**config.mk**
```make
export PLATFORM = sky130hd
export DESIGN_NAME = tsl_scan_ctrl
export DESIGN_NICKNAME = d
export VERILOG_FILES = /design/src/rtl/tsl_scan_ctrl.sv
export SDC_FILE = /design/constraint.sdc
export NUM_CORES = 1
export LEC_CHECK = 0
export BUFFER_PORTS_ARGS = -buffer_cell sky130_fd_sc_hd__buf_2
export CORE_ASPECT_RATIO = 0.75
export CORE_UTILIZATION = 50
export CTS_BUF_LIST = sky130_fd_sc_hd__clkbuf_4
export DETAILED_ROUTE_END_ITERATION = 7
export MAX_ROUTING_LAYER = met4
export PLACE_DENSITY_LB_ADDON = 0.15
export SLEW_MARGIN = 20
export SYNTH_ARGS = -nofsm -noshare
export SYNTH_HDL_FRONTEND = slang
export SYNTH_SLANG_ARGS = --single-unit
```
**constraint.sdc**
```tcl
create_clock -name ref_clk -period 6.6 [get_ports ref_clk]
set_clock_uncertainty 0.05 [all_clocks]
set_input_delay 0 -clock ref_clk [delete_from_list [all_inputs] [get_ports ref_clk]]
set_output_delay 0 -clock ref_clk [all_outputs]
set_load 0.02 [all_outputs]
```
**src/rtl/tsl_scan_ctrl.sv**
```systemverilog
// -----------------------------------------------------------------------------
// tsl_scan_ctrl
//
// Time-shares one pulse-width detector among NUM_CH TSL235R light-to-frequency
// sensors. Each enabled channel is selected in turn. The detector is held in
// reset while the muxed input settles, and the first (incomplete) period is
// thrown away. 2^AVG_LOG2 full periods are then averaged and reported as a
// period / high-time pair for that channel. A channel that stops toggling is
// reported as a timeout instead of stalling the scan.
//
// Ports
//   ref_clk         clock, all logic on the rising edge
//   reset           synchronous, active-high
//   start           begin a scan (accepted only when idle)
//   continuous      sampled at end of scan: 1 = rescan with the same mask
//   ch_enable       channel mask, latched when start is accepted
//   sel_pulse       muxed sensor pulse (same net as the detector input)
//   det_hi_time     detector high-time register (cycles - 1)
//   det_lo_time     detector low-time register  (cycles - 1)
//   det_reset       detector reset
//   ch_sel          pulse mux select
//   busy            high whenever a scan is in progress
//   result_valid    one-cycle strobe qualifying the result_* ports
//   result_ch       channel of the current result
//   result_period   averaged period in ref_clk cycles (saturating)
//   result_hi       averaged high time in ref_clk cycles (saturating)
//   result_timeout  result is a dead-channel timeout, not a measurement
//   done            one-cycle strobe at the end of every scan
// -----------------------------------------------------------------------------
module tsl_scan_ctrl #(
    parameter int NUM_CH      = 4,
    parameter int SETTLE_CYC  = 16,
    parameter int AVG_LOG2    = 2,
    parameter int TIMEOUT_CYC = 1000000
) (
    input  logic                      ref_clk,
    input  logic                      reset,
    input  logic                      start,
    input  logic                      continuous,
    input  logic [NUM_CH-1:0]         ch_enable,
    input  logic                      sel_pulse,
    input  logic [31:0]               det_hi_time,
    input  logic [31:0]               det_lo_time,
    output logic                      det_reset,
    output logic [$clog2(NUM_CH)-1:0] ch_sel,
    output logic                      busy,
    output logic                      result_valid,
    output logic [$clog2(NUM_CH)-1:0] result_ch,
    output logic [31:0]               result_period,
    output logic [31:0]               result_hi,
    output logic                      result_timeout,
    output logic                      done
);

    localparam int CH_W   = $clog2(NUM_CH);
    localparam int ACC_W  = 33 + AVG_LOG2;
    localparam int SCNT_W = AVG_LOG2 + 1;
    localparam int SET_W  = $clog2(SETTLE_CYC + 1);
    localparam int TO_W   = $clog2(TIMEOUT_CYC + 1);

    localparam logic [SCNT_W-1:0] LAST_SAMPLE = SCNT_W'((1 << AVG_LOG2) - 1);
    localparam logic [SET_W-1:0]  SETTLE_END  = SET_W'(SETTLE_CYC - 1);
    localparam logic [TO_W-1:0]   TIMEOUT_END = TO_W'(TIMEOUT_CYC - 1);

    typedef enum logic [2:0] {
        S_IDLE,
        S_SELECT,
        S_SETTLE,
        S_ARM,
        S_MEASURE,
        S_REPORT,
        S_DONE
    } state_t;

    state_t state, state_nxt;

    logic [NUM_CH-1:0] mask_q;      // mask latched at start, reused by continuous scans
    logic [NUM_CH-1:0] pending;     // channels not yet measured in this scan
    logic [CH_W-1:0]   next_ch;
    logic              pulse_q;
    logic              rise;
    logic              edge_d;      // a counted edge happened last cycle
    logic [SET_W-1:0]  settle_cnt;
    logic [TO_W-1:0]   to_cnt;
    logic [SCNT_W-1:0] samp_cnt;
    logic [ACC_W-1:0]  acc_period;
    logic [ACC_W-1:0]  acc_hi;
    logic [32:0]       sample_period;
    logic [32:0]       sample_hi;
    logic [ACC_W-1:0]  sum_period;
    logic [ACC_W-1:0]  sum_hi;
    logic              take_sample;
    logic              last_sample;
    logic              timeout_hit;

    // Average and clamp into 32 bits.
    function automatic logic [31:0] sat_avg(input logic [ACC_W-1:0] sum);
        logic [ACC_W-1:0] avg;
        avg = sum >> AVG_LOG2;
        return (|avg[ACC_W-1:32]) ? 32'hFFFF_FFFF : avg[31:0];
    endfunction

    // Lowest pending channel wins; scanning downwards leaves the lowest set bit.
    always_comb begin
        next_ch = '0;
        for (int i = NUM_CH - 1; i >= 0; i--) begin
            if (pending[i]) next_ch = CH_W'(i);
        end
    end

    // The edge is seen in the same cycle the detector sees it: current pin
    // value against the one registered copy.
    assign rise = sel_pulse & ~pulse_q;

    // Detector registers count from zero, hence the +1 per phase.
    assign sample_hi     = {1'b0, det_hi_time} + 33'd1;
    assign sample_period = {1'b0, det_hi_time} + {1'b0, det_lo_time} + 33'd2;
    assign sum_period    = acc_period + ACC_W'(sample_period);
    assign sum_hi        = acc_hi + ACC_W'(sample_hi);

    assign take_sample = (state == S_MEASURE) && edge_d;
    assign last_sample = (samp_cnt == LAST_SAMPLE);
    assign timeout_hit = (to_cnt == TIMEOUT_END) && !rise;

    // -------------------------------------------------------------------------
    // State register
    // -------------------------------------------------------------------------
    // NOTE: sequential state uses non-blocking assignments so every register
    // samples values from before the edge, independent of block ordering.
    always_ff @(posedge ref_clk) begin
        if (reset) state <= S_IDLE;
        else       state <= state_nxt;
    end

    // -------------------------------------------------------------------------
    // Next state and state-decoded outputs
    // -------------------------------------------------------------------------
    // NOTE: every output of this block gets a default first, so no path can
    // leave a value unassigned and infer a latch.
    always_comb begin
        state_nxt    = state;
        det_reset    = 1'b1;
        busy         = 1'b1;
        result_valid = 1'b0;
        done         = 1'b0;
        case (state)
            S_IDLE: begin
                busy = 1'b0;
                if (start) state_nxt = S_SELECT;
            end
            S_SELECT:  state_nxt = (|pending) ? S_SETTLE : S_DONE;
            S_SETTLE: begin
                if (settle_cnt == SETTLE_END) state_nxt = S_ARM;
            end
            S_ARM: begin
                det_reset = 1'b0;
                if (rise)             state_nxt = S_MEASURE;
                else if (timeout_hit) state_nxt = S_REPORT;
            end
            S_MEASURE: begin
                det_reset = 1'b0;
                if (take_sample && last_sample) state_nxt = S_REPORT;
                else if (timeout_hit)           state_nxt = S_REPORT;
            end
            S_REPORT: begin
                result_valid = 1'b1;
                state_nxt    = (|pending) ? S_SELECT : S_DONE;
            end
            S_DONE: begin
                done      = 1'b1;
                state_nxt = continuous ? S_SELECT : S_IDLE;
            end
            default: state_nxt = S_IDLE;
        endcase
    end

    // -------------------------------------------------------------------------
    // Datapath: channel bookkeeping, counters, accumulators, result registers
    // -------------------------------------------------------------------------
    // NOTE: there is no RAM here, so every register is cleared by reset; that
    // is what guarantees partial sums from an aborted scan are discarded.
    always_ff @(posedge ref_clk) begin
        if (reset) begin
            mask_q         <= '0;
            pending        <= '0;
            ch_sel         <= '0;
            pulse_q        <= 1'b0;
            edge_d         <= 1'b0;
            settle_cnt     <= '0;
            to_cnt         <= '0;
            samp_cnt       <= '0;
            acc_period     <= '0;
            acc_hi         <= '0;
            result_ch      <= '0;
            result_period  <= '0;
            result_hi      <= '0;
            result_timeout <= 1'b0;
        end else begin
            pulse_q <= sel_pulse;
            // Only edges after the discarded one (i.e. seen in MEASURE) count.
            edge_d  <= (state == S_MEASURE) && rise;

            case (state)
                S_IDLE: begin
                    if (start) begin
                        mask_q  <= ch_enable;
                        pending <= ch_enable;
                    end
                end
                S_SELECT: begin
                    settle_cnt <= '0;
                    if (|pending) begin
                        ch_sel  <= next_ch;
                        pending <= pending & ~(NUM_CH'(1) << next_ch);
                    end
                end
                S_SETTLE: begin
                    settle_cnt <= settle_cnt + SET_W'(1);
                    to_cnt     <= '0;
                end
                S_ARM, S_MEASURE: begin
                    to_cnt <= rise ? '0 : to_cnt + TO_W'(1);
                    if (take_sample) begin
                        acc_period <= sum_period;
                        acc_hi     <= sum_hi;
                        samp_cnt   <= samp_cnt + SCNT_W'(1);
                        // The final sample goes straight into the result so
                        // the strobe follows the capture by one cycle.
                        if (last_sample) begin
                            result_ch      <= ch_sel;
                            result_period  <= sat_avg(sum_period);
                            result_hi      <= sat_avg(sum_hi);
                            result_timeout <= 1'b0;
                        end
                    end else if (timeout_hit) begin
                        result_ch      <= ch_sel;
                        result_period  <= '0;
                        result_hi      <= '0;
                        result_timeout <= 1'b1;
                    end
                end
                S_REPORT: begin
                    acc_period <= '0;
                    acc_hi     <= '0;
                    samp_cnt   <= '0;
                end
                S_DONE: begin
                    if (continuous) pending <= mask_q;
                end
                default: ;
            endcase
        end
    end

endmodule

```
==> results.ini, run 1 <==
[synth]
syn_avg_cell_area_um2 = 7.74
synth_top_area_frac = 0.296
syn_inst = 1576
ys_seq_area_frac = 0.296
synthSimpleGateAreaFrac = 0.211
synth.area.mux_share = 0.00493
synthXorXnorAreaFrac = 0.0691
yosys_warnings = 0
synth_edf_count = 0
synthAdderAreaFrac = 0.141
yosysUniqueCellTypes = 74
synth_top_family_by_area = compound AO/OA/AOI/OAI gates
syn_nets = 1785
ys_top_cells_by_count = nand2_1 (236), dfxtp_1 (180), a21oi_1 (171)
synth_area_leaders = dfxtp_1 (30%), ha_1 (14%), nand2_1 (7.3%), a21oi_1 (7.0%), o21ai_0 (4.8%)
synth_area_um2 = 12200
synth-compound-area-share = 0.244
synth_most_common_cell = nand2_1
yosysTopAreaCell = dfxtp_1
synth_ff_type = dfxtp_1
async_reset_ff_frac = 0
ys_ff_latch = 180

[layout]
insertedDiodeCount = 0
nNetsFinal = 1928
register_area_um2 = 3600
drive_above_1_share = 0.121
multiInputGateArea_um2 = 8200
area_delta_synth_final_pct = 13.6
fill_cells = 2309

[routing]
drc = 0
post_drt_wl_per_cell_um = 16.7
via_count = 11800
drt_iter0_markers = 836
drt_pass1_iterations = 5
wl_um = 34400
via_per_inst = 5.71
postRouteAntennaNets = 0

[clocking]
clkLatencyLatePin_ns = 0.62
cts-root-buf = clkbuf_4
cts_tree = done
numCtsBuffers = 17
htree_levels = 4
cts_setup_buffers = 0
cts_resized = 0
clockBufferDepth = 2
cts.sinks = 180
clk_pin_slew_ns = 0.17
postCtsHoldBufs = 45

[sta]
slew_headroom = 0.309
slew_violations = 0
worstMarginPinSlew_ns = 1.04
max_clock_freq_mhz = 172
setup_viol = 0
min_period_over_period = 0.879
final.setup.tns_ns = 0
min_period_ns = 5.80
rsz0062_at_grt = no
hold_viol = 0
setup_slack_ns = 0.797

[floorplan]
dieArea_um2 = 25000
die_w_um = 182
rows = 49
io_pins = 146
core-area_um2 = 24000
fp.dieH_um = 137
start_util = 0.509

[grt]
antenna_found_initial = 1
overflow = 0
groute.usage.overall = 0.282
grt_max_degree = 83
grt_pass1_vias = 10500
grt_pass1_wl_um = 54200

[place]
gpl.final_weighted_congestion = 0.948
port-buffer-count = 145
dp_slack_ns = 0.714
dpl.hpwl_um = 24900

[power_and_ir_drop]
power_density_nw_per_um2 = 193
peakVddDrop_mv = 0.118
total_power_mw = 2.67
power.leakage_nw = 6.41

[critical_path]
reg2reg_from = acc_period[0]
crit_required_ns = 7.11
reg2reg_to = result_period[30]
worst_setup_path_end_kind = flip-flop
crit_type = in2reg
cp_data_arrival_time_ns = 6.31
r2r_cells = 13
cp_max_fo = 32
rrSetupSlack_ns = 2.76
setup.worst_path.start = det_hi_time[2]
cp-endpoint = result_period[31]
cp-start-kind = input port

[status]
run_status = completed

[hold_path]
min_path_type = in2reg

[flow_run]
cap_violations = 0

[layout by cell type (no fill, tap or decap), types with 4 or more instances in the layout]
cell,Yosys,final
nand2_1,236,234
dfxtp_1,180,180
a21oi_1,171,171
buf_2,6,144
ha_1,133,133
nor2_1,124,122
o21ai_0,117,117
nand3_1,85,85
xnor2_1,63,62
a21o_1,48,48
dlygate4sd3_1,0,45
inv_1,35,35
xor2_1,30,30
a31oi_1,19,19
nor3_1,19,19
clkbuf_4,0,19
nand4_1,18,18
o21a_1,18,18
and3_1,17,17
nand2b_1,14,14
nor2b_1,14,14
a22oi_1,14,14
or3_1,12,12
o21bai_1,11,11
a211oi_1,8,8
buf_4,0,8
a211o_1,6,6
o21ai_1,7,6
mux2i_1,6,6
or2_2,5,5
a21boi_0,5,5
o211ai_1,5,5
nor4_1,5,5
a221oi_1,5,5
o22ai_1,4,4
a311oi_1,4,4
o31ai_1,4,4
a221o_1,4,4
[registers in the layout, indices dropped and copies added, names as in the netlist]
signal          cells
result_ch           2
pulse_q             1
to_cnt             20
samp_cnt            3
settle_cnt          5
ch_sel              2
mask_q              4
acc_hi             35
edge_d              1
acc_period         35
result_timeout      1
result_hi          32
pending             4
result_period      32
state               3
[worst max-delay path: stages]
cell	delay [ns]
dlygate4sd3_1	0.53
buf_2	0.16
ha_1	0.34
ha_1	0.32
a211oi_1	0.22
o21bai_1	0.15
o311a_1	0.32
nor4b_1	0.60
o21ai_0	0.32
a21boi_0	0.28
xnor2_1	0.10
ha_1	0.40
nand4_1	0.16
or3b_1	0.40
or2_2	0.31
o22ai_1	0.10
o21ba_2	0.19
a211oi_2	0.29
o31ai_4	0.12
xnor2_4	0.65
o21ai_1	0.15
a21oi_1	0.18
[worst min path at each step]
stage	end	startpoint	depth (start not counted)
finish	acc_hi[29]	det_hi_time[29]	6
global route	pulse_q	sel_pulse	3
CTS	acc_hi[25]	det_hi_time[25]	5
detailed placement	mask_q[0]	ch_enable[0]	3
global placement	pulse_q	sel_pulse	2
floorplan	pulse_q	sel_pulse	1
[metrics by stage]
step	util	area, um^2	instances	hold WS [ns]
global placement	0.548	13100	1986	0.198
global route	0.578	13900	2063	0.0753
detailed placement	0.548	13100	1986	0.214
finish	0.578	13900	2063	0.0999
floorplan	-	12200	1576	0.0782
CTS	0.578	13900	2063	0.0301
[per-layer routing]
| metal | GRT usage | vias up | share of wire |
|---|---|---|---|
| li1 | - | 5921 | - |
| met4 | 0.0668 | 0 | 0.014 |
| met5 | - | - | 0 |
| met3 | 0.0444 | 42 | 0.064 |
| met2 | 0.415 | 323 | 0.42 |
| met1 | 0.403 | 5503 | 0.50 |
[report_power, final]
| group | internal (mW) | leakage (nW) | total, mW | switching [mW] |
|---|---|---|---|---|
| Combinational | 0.344 | 4.82 | 0.869 | 0.526 |
| Sequential | 1.11 | 1.45 | 1.16 | 0.0485 |
| Clock | 0.232 | 0.145 | 0.642 | 0.410 |
[kinds of logic after synthesis]
kind of cell | after synthesis
AO/OA/AOI/OAI | 481
XOR/XNOR | 94
adder cells (fa/ha/maj) | 136
multiplexers | 6
AND/OR/NAND/NOR | 570
buffers and inverters | 109
flip-flops | 180
[cell type report]
cell class / instances / share of cell area
clock buffers: 19 / 0.0103
clock inverters: 13 / 0.00948
well taps: 331 / 0.0299
repair buffers: 197 / 0.0889
inverters: 36 / 0.00975
multi-input cells: 1287 / 0.592
flip-flops and latches: 180 / 0.260
No activity file was read; power rests on OpenSTA's default activity.
==> run 2, diff against run 1 <==
--- a/config.mk
+++ b/config.mk
@@ -12,6 +12,7 @@
 export DETAILED_ROUTE_END_ITERATION = 7
 export MAX_ROUTING_LAYER = met4
 export PLACE_DENSITY_LB_ADDON = 0.15
+export REMOVE_ABC_BUFFERS = 1
 export SLEW_MARGIN = 20
 export SYNTH_ARGS = -nofsm -noshare
 export SYNTH_HDL_FRONTEND = slang
==> run 2 against run 1 <==
Compared with the run above:
- critical path depth is 2 higher
- sequential share of layout area decreased by 0.39 points
- routed wire length decreased by 4.9%
- via count decreased by 0.16%
- hold slack improved by 0.11 ns
- power up 4.5%
==> results.ini, run 2 (synthesis results as in run 1) <==
[clocking]
cts.sinks = 180  ; unchanged
clkLatencyLatePin_ns = 0.61  ; was 0.62 ns
htree_levels = 4  ; unchanged
clockBufferDepth = 2  ; unchanged
numCtsBuffers = 17  ; unchanged
cts_tree = done  ; unchanged
clk_pin_slew_ns = 0.15  ; was 0.17 ns
cts-root-buf = clkbuf_4  ; unchanged

[layout]
area_delta_synth_final_pct = 15.4  ; was 13.6%
nNetsFinal = 1940  ; was 1928
register_area_um2 = 3600  ; unchanged
reg_top3 = acc_hi (35), acc_period (35)  ; unchanged
final_cell_mix = nand2_1 (234), dfxtp_1 (180), a21oi_1 (171)  ; unchanged
drive_above_1_share = 0.120  ; was 0.121
final_common_cell = nand2_1  ; unchanged
multiInputGateArea_um2 = 8200  ; about the same
fill_cells = 2261  ; was 2309

[routing]
via_count = 11800  ; about the same
drt_pass1_iterations = 6  ; was 5
met2RoutedLength_um = 14600  ; about the same
wl_um = 32700  ; was 34400 um
drt_iter0_markers = 804  ; was 836
met3_length_um = 1520  ; was 2190 um
met1_length_um = 16000  ; was 17100 um
routed.top_layer = met4  ; unchanged
via_per_inst = 5.67  ; was 5.71
postRouteAntennaNets = 0  ; unchanged
drc = 0  ; unchanged
post_drt_wl_per_cell_um = 15.7  ; was 16.7 um

[critical_path]
cp_data_arrival_time_ns = 6.23  ; was 6.31 ns
slowest_delay_ns = 0.72  ; was 0.65 ns
cp-start-kind = input port  ; unchanged
crit_buf_inv = 3  ; was 2
crit_type = in2reg  ; unchanged
crit_top_cell = ha_1  ; unchanged
critPathTopFamily = simple AND/OR/NAND/NOR gates  ; was compound AO/OA/AOI/OAI gates
crit_required_ns = 7.09  ; was 7.11 ns
worst_setup_path_end_kind = flip-flop  ; unchanged
crit_chain = dlygate4sd3_1, buf_2, ha_1, ha_1, a211oi_1, o21bai_1, o311a_1, nor4b_1, nor3_1, nor2_1, a21oi_1, xor2_1, ha_1, and3_1, or3b_1, or2_2, o22ai_1, o21ba_2, a211oi_2, o31ai_4, xnor2_4, buf_4, o21ai_1, a21oi_1  ; was dlygate4sd3_1, buf_2, ha_1, ha_1, a211oi_1, o21bai_1, o311a_1, nor4b_1, o21ai_0, a21boi_0, xnor2_1, ha_1, nand4_1, or3b_1, or2_2, o22ai_1, o21ba_2, a211oi_2, o31ai_4, xnor2_4, o21ai_1, a21oi_1
cp_slowest_cell = nor4b_1  ; was xnor2_4
cp_max_fo = 32  ; unchanged

[flow_run]
cap_violations = 0  ; unchanged

[floorplan]
io_pins = 146  ; unchanged
dieArea_um2 = 25000  ; unchanged
fp.dieH_um = 137  ; unchanged
rows = 49  ; unchanged
core-area_um2 = 24000  ; unchanged
start_util = 0.509  ; unchanged
die_w_um = 182  ; unchanged

[grt]
groute.usage.overall = 0.267  ; was 0.282
grt_max_degree = 83  ; unchanged
overflow = 0  ; unchanged
antenna_found_initial = 1  ; unchanged
grt_pass1_wl_um = 52400  ; was 54200 um
grt_pass1_vias = 10600  ; was 10500

[sta]
hold_viol = 0  ; unchanged
min_period_ns = 5.74  ; was 5.80 ns
final.setup.tns_ns = 0  ; unchanged
max_clock_freq_mhz = 174  ; was 172 MHz
whs_ns = 0.210  ; was 0.0999 ns
worstMarginPinSlew_ns = 1.00  ; was 1.04 ns
setup_viol = 0  ; unchanged
slew_violations = 0  ; unchanged
min_period_over_period = 0.870  ; was 0.879
slew_headroom = 0.333  ; was 0.309
rsz0062_at_grt = no  ; unchanged

[hold_path]
min_path_type = in2reg  ; unchanged

[power_and_ir_drop]
power.leakage_nw = 6.52  ; was 6.41 nW
power_density_nw_per_um2 = 199  ; was 193 nW/um^2
peakVddDrop_mv = 0.118  ; about the same

[status]
run_status = completed  ; unchanged

[place]
gpl.final_weighted_congestion = 0.912  ; was 0.948
port-buffer-count = 145  ; unchanged
dpl.hpwl_um = 22800  ; was 24900 um

[run 2: cell type report]
class | instances | share of cell area
multi-input combinational | 1287 | 0.583
sequential | 180 | 0.256
timing repair buffer | 209 | 0.0961
tap | 331 | 0.0294
clock inverter | 14 | 0.0158
clock buffer | 18 | 0.00961
inverter | 36 | 0.00961
antenna | 1 | 0.000178
[run 2: where the power goes]
part | switching [mW] | internal, mW | total [mW]
clock network | 0.422 | 0.348 | 0.771
logic | 0.513 | 0.348 | 0.860
registers | 0.0493 | 1.11 | 1.16
total | 0.984 | 1.81 | 2.79
[run 2: metrics by stage]
step	total power, mW	area (um^2)	setup WS [ns]	util	cells
detailed placement	1.99	13100	0.845	0.548	1986
global route	2.95	14100	0.491	0.587	2076
CTS	2.80	14100	0.936	0.587	2075
finish	2.79	14100	0.861	0.587	2076
global placement	1.98	13100	0.962	0.548	1986
floorplan	1.77	11900	1.30	-	1503
[run 2: worst paths after layout]
kind | slack, ns | cells past startpoint | start | end
max | 0.86 | 24 | det_hi_time[2] | result_period[29]
min | 0.21 | 4 | ch_enable[0] | pending[0]
max reg2reg | 2.17 | 9 | state[2] | result_hi[2]
min reg2reg | 0.39 | 2 | result_hi[22] | result_hi[22]
[run 2: metal layers]
layer / up-vias / GRT usage
li1: 5969 / -
met1: 5438 / 0.361
met2: 325 / 0.417
met5: - / -
met3: 38 / 0.0381
met4: 0 / 0.0752
[run 2: worst register-to-register path, cell delays in order (launching register included)]
cell and delay, ns:
dfxtp_1 0.71, nand2b_1 0.22, nor2_1 0.43, and2_2 0.22
buf_4 0.66, nand2_1 0.64, nor2_4 0.63, buf_4 0.46
o21ai_0 0.23, nand2_1 0.11
[run 2: timing repair]
item                                   CTS  global route
setup buffers                            0             0
gates resized for setup                  0             0
endpoints found under the hold margin   90             0
hold buffers                            57             0
